<file path="src/rtl/deser_pkg.sv">
// Shared types for the serial-to-parallel word queue: FSM states and the
// policy applied when a completed word meets a full queue.
package deser_pkg;

  typedef enum logic {
    COLLECT = 1'b0,
    PEND    = 1'b1
  } state_t;

  typedef enum logic {
    OVF_BLOCK = 1'b0,
    OVF_DROP  = 1'b1
  } ovf_mode_t;

endpackage

</file>
<file path="src/rtl/sync_edge.sv">
// Two-flop synchronizer followed by a rising-edge detector. The pulse is
// asserted for one cycle when the synchronized level goes from 0 to 1, so a
// held input produces a single pulse.
module sync_edge (
  input  logic clk,
  input  logic rst,
  input  logic i_in,
  output logic o_sync,
  output logic o_pulse
);

  logic r_meta;
  logic r_sync;
  logic r_prev;

  // Synchronizer chain plus one extra stage holding the previous level.
  always_ff @(posedge clk or posedge rst) begin
    if (rst) begin
      r_meta <= 1'b0;
      r_sync <= 1'b0;
      r_prev <= 1'b0;
    end else begin
      r_meta <= i_in;
      r_sync <= r_meta;
      r_prev <= r_sync;
    end
  end

  assign o_sync  = r_sync;
  assign o_pulse = r_sync & ~r_prev;

endmodule

</file>
<file path="src/rtl/deser_queue.sv">
// Serial bit collector feeding a small word queue. Bits arrive on write_in
// strobes, a completed word waits in PEND until it can be pushed (or is
// dropped when the queue is full in drop mode), and dequeue_in strobes pop
// words onto data_out.
module deser_queue
  import deser_pkg::*;
#(
  parameter int        DATA_W    = 8,
  parameter int        DEPTH     = 8,
  parameter bit        MSB_FIRST = 1'b1,
  parameter ovf_mode_t OVF_MODE  = OVF_BLOCK
) (
  input  logic                           clock1M,
  input  logic                           reset,
  input  logic                           data_in,
  input  logic                           write_in,
  input  logic                           dequeue_in,
  output logic [DATA_W-1:0]              data_out,
  output logic                           status_out,
  output logic [$clog2(DEPTH+1)-1:0]     count_out,
  output logic                           full_out,
  output logic                           empty_out,
  output logic                           overflow_out
);

  localparam int CNT_W = $clog2(DEPTH + 1);
  localparam int PTR_W = $clog2(DEPTH);
  localparam int BIT_W = $clog2(DATA_W);

  localparam logic [CNT_W-1:0] DEPTH_C  = CNT_W'(DEPTH);
  localparam logic [BIT_W-1:0] LAST_BIT = BIT_W'(DATA_W - 1);

  // Synchronized inputs and strobe events
  logic w_data_sync;
  logic w_unused_data_pulse;
  logic w_wr_ev;
  logic w_unused_wr_sync;
  logic w_pop_req;
  logic w_unused_pop_sync;

  // Bit collection
  state_t              r_state;
  state_t              w_state_next;
  logic [DATA_W-1:0]   r_shift;
  logic [DATA_W-1:0]   w_shifted;
  logic [BIT_W-1:0]    r_bit_cnt;

  // Queue
  logic [DATA_W-1:0]   r_mem [DEPTH];
  logic [PTR_W-1:0]    r_wr_ptr;
  logic [PTR_W-1:0]    r_rd_ptr;
  logic [CNT_W-1:0]    r_count;
  logic [CNT_W-1:0]    w_count_next;
  logic                r_full;
  logic                r_empty;
  logic [DATA_W-1:0]   r_data;
  logic                r_ovf;

  logic w_push;
  logic w_drop;
  logic w_pop;

  // data_in only needs the level path; its pulse is left unused so that it
  // is delayed exactly like the strobe it is qualified by.
  sync_edge u_sync_data (
    .clk     (clock1M),
    .rst     (reset),
    .i_in    (data_in),
    .o_sync  (w_data_sync),
    .o_pulse (w_unused_data_pulse)
  );

  sync_edge u_sync_write (
    .clk     (clock1M),
    .rst     (reset),
    .i_in    (write_in),
    .o_sync  (w_unused_wr_sync),
    .o_pulse (w_wr_ev)
  );

  sync_edge u_sync_pop (
    .clk     (clock1M),
    .rst     (reset),
    .i_in    (dequeue_in),
    .o_sync  (w_unused_pop_sync),
    .o_pulse (w_pop_req)
  );

  // Shift direction decides which end of the word the first bit ends up in.
  generate
    if (MSB_FIRST) begin : g_msb_first
      assign w_shifted = {r_shift[DATA_W-2:0], w_data_sync};
    end else begin : g_lsb_first
      assign w_shifted = {w_data_sync, r_shift[DATA_W-1:1]};
    end
  endgenerate

  // A pop on an empty queue is a no-op.
  assign w_pop = w_pop_req & ~r_empty;

  // Next-state and push/drop decisions; a pop on the same edge frees the
  // slot a full queue needs, so the pending word may go in alongside it.
  always_comb begin
    w_state_next = r_state;
    w_push       = 1'b0;
    w_drop       = 1'b0;
    case (r_state)
      COLLECT: begin
        if (w_wr_ev && (r_bit_cnt == LAST_BIT)) begin
          w_state_next = PEND;
        end
      end
      PEND: begin
        if (!r_full || w_pop) begin
          w_push       = 1'b1;
          w_state_next = COLLECT;
        end else if (OVF_MODE == OVF_DROP) begin
          w_drop       = 1'b1;
          w_state_next = COLLECT;
        end
      end
      default: w_state_next = COLLECT;
    endcase
  end

  // FSM state register.
  always_ff @(posedge clock1M or posedge reset) begin
    if (reset) begin
      r_state <= COLLECT;
    end else begin
      r_state <= w_state_next;
    end
  end

  // Shift in one bit per write event while collecting; strobes in PEND are lost.
  always_ff @(posedge clock1M or posedge reset) begin
    if (reset) begin
      r_shift   <= '0;
      r_bit_cnt <= '0;
    end else if ((r_state == COLLECT) && w_wr_ev) begin
      r_shift   <= w_shifted;
      r_bit_cnt <= (r_bit_cnt == LAST_BIT) ? '0 : r_bit_cnt + BIT_W'(1);
    end
  end

  // Storage array; contents are never reset since pointers define validity.
  always_ff @(posedge clock1M) begin
    if (w_push) begin
      r_mem[r_wr_ptr] <= r_shift;
    end
  end

  // Occupancy after this edge's push/pop.
  always_comb begin
    w_count_next = r_count;
    case ({w_push, w_pop})
      2'b10:   w_count_next = r_count + CNT_W'(1);
      2'b01:   w_count_next = r_count - CNT_W'(1);
      default: w_count_next = r_count;
    endcase
  end

  // Pointers, occupancy and flags all update from the same next count.
  always_ff @(posedge clock1M or posedge reset) begin
    if (reset) begin
      r_wr_ptr <= '0;
      r_rd_ptr <= '0;
      r_count  <= '0;
      r_full   <= 1'b0;
      r_empty  <= 1'b1;
    end else begin
      if (w_push) r_wr_ptr <= r_wr_ptr + PTR_W'(1);
      if (w_pop)  r_rd_ptr <= r_rd_ptr + PTR_W'(1);
      r_count <= w_count_next;
      r_full  <= (w_count_next == DEPTH_C);
      r_empty <= (w_count_next == '0);
    end
  end

  // Registered read port and sticky overflow flag.
  always_ff @(posedge clock1M or posedge reset) begin
    if (reset) begin
      r_data <= '0;
      r_ovf  <= 1'b0;
    end else begin
      if (w_pop)  r_data <= r_mem[r_rd_ptr];
      if (w_drop) r_ovf  <= 1'b1;
    end
  end

  assign data_out     = r_data;
  assign status_out   = (r_state == PEND);
  assign count_out    = r_count;
  assign full_out     = r_full;
  assign empty_out    = r_empty;
  assign overflow_out = r_ovf;

endmodule

</file>
<file path="config.mk">
export PLATFORM = sky130hd
export DESIGN_NAME = deser_queue
export DESIGN_NICKNAME = d
export VERILOG_FILES = /design/src/rtl/deser_pkg.sv /design/src/rtl/sync_edge.sv /design/src/rtl/deser_queue.sv
export SDC_FILE = /design/constraint.sdc
export NUM_CORES = 1
export LEC_CHECK = 0
export ABC_AREA = 1
export ABC_CLOCK_PERIOD_IN_PS = 3000
export CAP_MARGIN = 20
export CORE_MARGIN = 2
export CORE_UTILIZATION = 60
export CTS_BUF_LIST = sky130_fd_sc_hd__clkbuf_8 sky130_fd_sc_hd__clkbuf_16
export DETAILED_ROUTE_END_ITERATION = 12
export PLACE_DENSITY = 0.8
export SLEW_MARGIN = 20
export SYNTH_ARGS = -nofsm -noshare
export SYNTH_HDL_FRONTEND = slang
export SYNTH_SLANG_ARGS = --single-unit
</file>
<file path="constraint.sdc">
create_clock -name clock1M -period 3 [get_ports clock1M]
set_clock_uncertainty 0.05 [all_clocks]
set_input_delay 0.6 -clock clock1M [delete_from_list [all_inputs] [get_ports clock1M]]
set_output_delay 0.6 -clock clock1M [all_outputs]
set_load 0.05 [all_outputs]
</file>
==> results by group <==
Floorplan
  – Die Area: 7620 um2
  – Core footprint: roughly 6800 um2
  – Die X: 87.3 um
  – Num ports: 21
  – Die H: slightly below 90 um
  – Initial core utilization: 61.6%
  – Row count: 30

Clock network
  – Postcts setup bufs: 0
  – Hold_buf cts: 0
  – Skew-Pair Late Insertion Delay: approximately 0.37 ns
  – Post-CTS sizing: 0
  – Reg clk slew, reported paths: approximately 0.09 ns
  – CTS sink count: about 100
  – CTS tree: built
  – Clock Path Buffers: 2
  – TritonCTS buffer count: 9
  – H-tree levels: 3
  – Root Driver: clkbuf_8

Outcome
  – Outcome: completed

Drt
  – Iteration-0 DRC count of the detailed router: roughly 210
  – DR WL/cell: 15.9 um
  – Final wirelength: 7350 um
  – Drt drc: 0
  – Vias per cell: roughly 5.7
  – Final ANT Viol Nets: 0
  – Drt pass-1 iters: 5
  – Vias: 2615

Pwr
  – Max VDD drop: 0.452 mV
  – Pwr Total: 4.27 mW
  – PD cells: 927 nW/um2
  – Leakage: 1.81 nW

Synth
  – Syn Std Cell Area: 4170 um2
  – Post-synthesis instance total: 359
  – #FFs+latches synth: approximately 100
  – Synth Area per Inst: 11.6 um2
  – Synth warn: 0
  – Mapped Nets: 371
  – Sequential-to-total area share from yosys stat: 70.2%
  – Yosys cell types: 28

Placement
  – Placed instance count: approximately 450
  – Place WS: 0.676 ns
  – GPL Wtd Cong: between 0.8 and 0.9
  – Post-DP HPWL: 4800 um
  – Buffers on Ports: 19

Global routing
  – GRT overflow: 0
  – Initial antenna violation count: 0
  – GRT Total Usage: 22.0%
  – Vias in the first global route: around 2500
  – Largest net degree at the start of global routing: 41
  – Global-route wire length before repair: 12200 um

Worst setup path
  – Endpoint type of the worst setup path: primary output
  – Crit path max-delay family: buffers and inverters
  – Worst EP required: 2.35 ns
  – Crit-path cells: clkdlybuf4s50_1
  – CP Class: register to primary output
  – WP buf/inv: 1
  – Crit path largest cell delay: roughly 0.8 ns
  – CP Max Fanout: 2
  – WP data arrival: 1.74 ns
  – R2R Setup Slk: 0.66 ns
  – Startpoint types: register
  – Slowest cell on crit path: clkdlybuf4s50_1

STA
  – Final period util: roughly four fifths
  – Max Slew Vio Count: 0
  – Hold Slack: 0.313 ns
  – Normalized max-slew margin: between 30% and 40%
  – Setup ws final: 0.606 ns
  – Post-route minimum period: 2.39 ns
  – Unrepaired setup endpoints after global routing: false
  – Peak Freq: between 400 and 500 MHz
  – Worst Tran Pin Value: 1.01 ns
  – Final hold vios: 0
  – Setup violators final: 0
  – Setup TNS Final: 0 ns

Finish
  – Share of cells above drive strength 1: 8.38%
  – Synth-to-layout area growth: 10.5%
  – Most frequent cells in the layout: edfxtp_1 (64), nand2_1 (63), nor2_1 (59)
  – Fillers: 473
  – Final Non-Filler Cells: between 400 and 500
  – Diode count: 0
  – Commonest non-fill, non-tap cell in the layout: edfxtp_1
  – Final Net Count: 389

Hold path
  – HP Class: register to register

Flow run
  – Max-cap check violation count: 0
[path summary, 6_finish.rpt]
path	from	endpoint	cells after the start
worst max-delay path	empty_out	empty_out	1
worst min-delay path	u_sync_write.r_meta	u_sync_write.o_sync	0
worst max register to register	empty_out	empty_out	14
worst min register to register	u_sync_write.r_meta	u_sync_write.o_sync	0
max in group asynchronous	reset	empty_out	3
min in group asynchronous	reset	u_sync_write.r_meta	3
[sequential cells by signal, indices dropped and copies added, names as in the netlist]
register	count
r_bit_cnt	3
full_out	1
u_sync_write.r_meta	1
u_sync_data.o_sync	1
r_shift	8
empty_out	1
r_rd_ptr	3
status_out	1
u_sync_write.o_sync	1
u_sync_write.r_prev	1
u_sync_pop.r_meta	1
count_out	4
r_wr_ptr	3
u_sync_pop.o_sync	1
r_mem	64
data_out	8
u_sync_data.r_meta	1
u_sync_pop.r_prev	1
[metal layers]
metal  vias to the layer above  track usage (%)  routed length (um)
li1                       1255                -                   -
met1                      1261             30.0                3260
met2                        87             33.7                3510
met3                        12             6.82                 459
met4                         0             7.83                 121
met5                         -                0                   0
[metrics by stage]
stage          instance area, um2  utilization [%]
3_5_place_dp                 4410             65.3
6_report                     4600             68.1
5_1_grt                      4600             68.1
3_3_place_gp                 4410             65.3
4_1_cts                      4600             68.1
2_1_floorplan                4170                -
[cells in the mapped netlist, drive strengths merged]
cell / n / area share [%]
a21oi: 2 / 0.24
and2: 1 / 0.15
buf: 11 / 1.4
clkbuf: 5 / 0.45
clkinv: 1 / 0.090
conb: 1 / 0.090
dfrtp: 39 / 23
dfstp: 1 / 0.63
edfxtp: 64 / 46
ha: 7 / 2.1
inv: 16 / 1.4
nand2: 65 / 6.0
nand3: 17 / 2.0
nor2: 63 / 5.9
nor3: 2 / 0.63
o211ai: 16 / 2.9
o21a: 1 / 0.18
o21ai: 40 / 4.8
or2: 2 / 0.36
xnor2: 2 / 0.42
xor2: 3 / 0.63
[report_power, final]
group / internal, mW / leakage (nW) / switching (mW) / total (mW)
logic: 0.478 / 0.624 / 0.923 / 1.40
registers: 1.76 / 1.08 / 0.263 / 2.02
clock network: 0.387 / 0.0991 / 0.459 / 0.845
total: 2.62 / 1.81 / 1.64 / 4.27
[kinds of logic (layout without fill, tap and decap cells)]
kind of cell             Yosys count  in the layout  synth area share [%]
buffers and inverters             33             56                  3.36
AO/OA/AOI/OAI                     59             59                  8.11
AND/OR/NAND/NOR                  150            150                  15.1
flip-flops                       104            104                  70.2
XOR/XNOR                           5              5                  1.05
other                              1              1                0.0900
adder cells (fa/ha/maj)            7              7                  2.10
[cell type report]
class	instances	area, um2	area share (%)
clock buffers	9	124	2.69
inverters	17	63.8	1.39
flip-flops and latches	104	2920	63.5
multi-input cells	222	1100	23.9
well taps	80	100	2.17
repair buffers	23	220	4.78
clock inverters	7	71.3	1.55
Note: power is estimated with default switching activity, not from simulation.
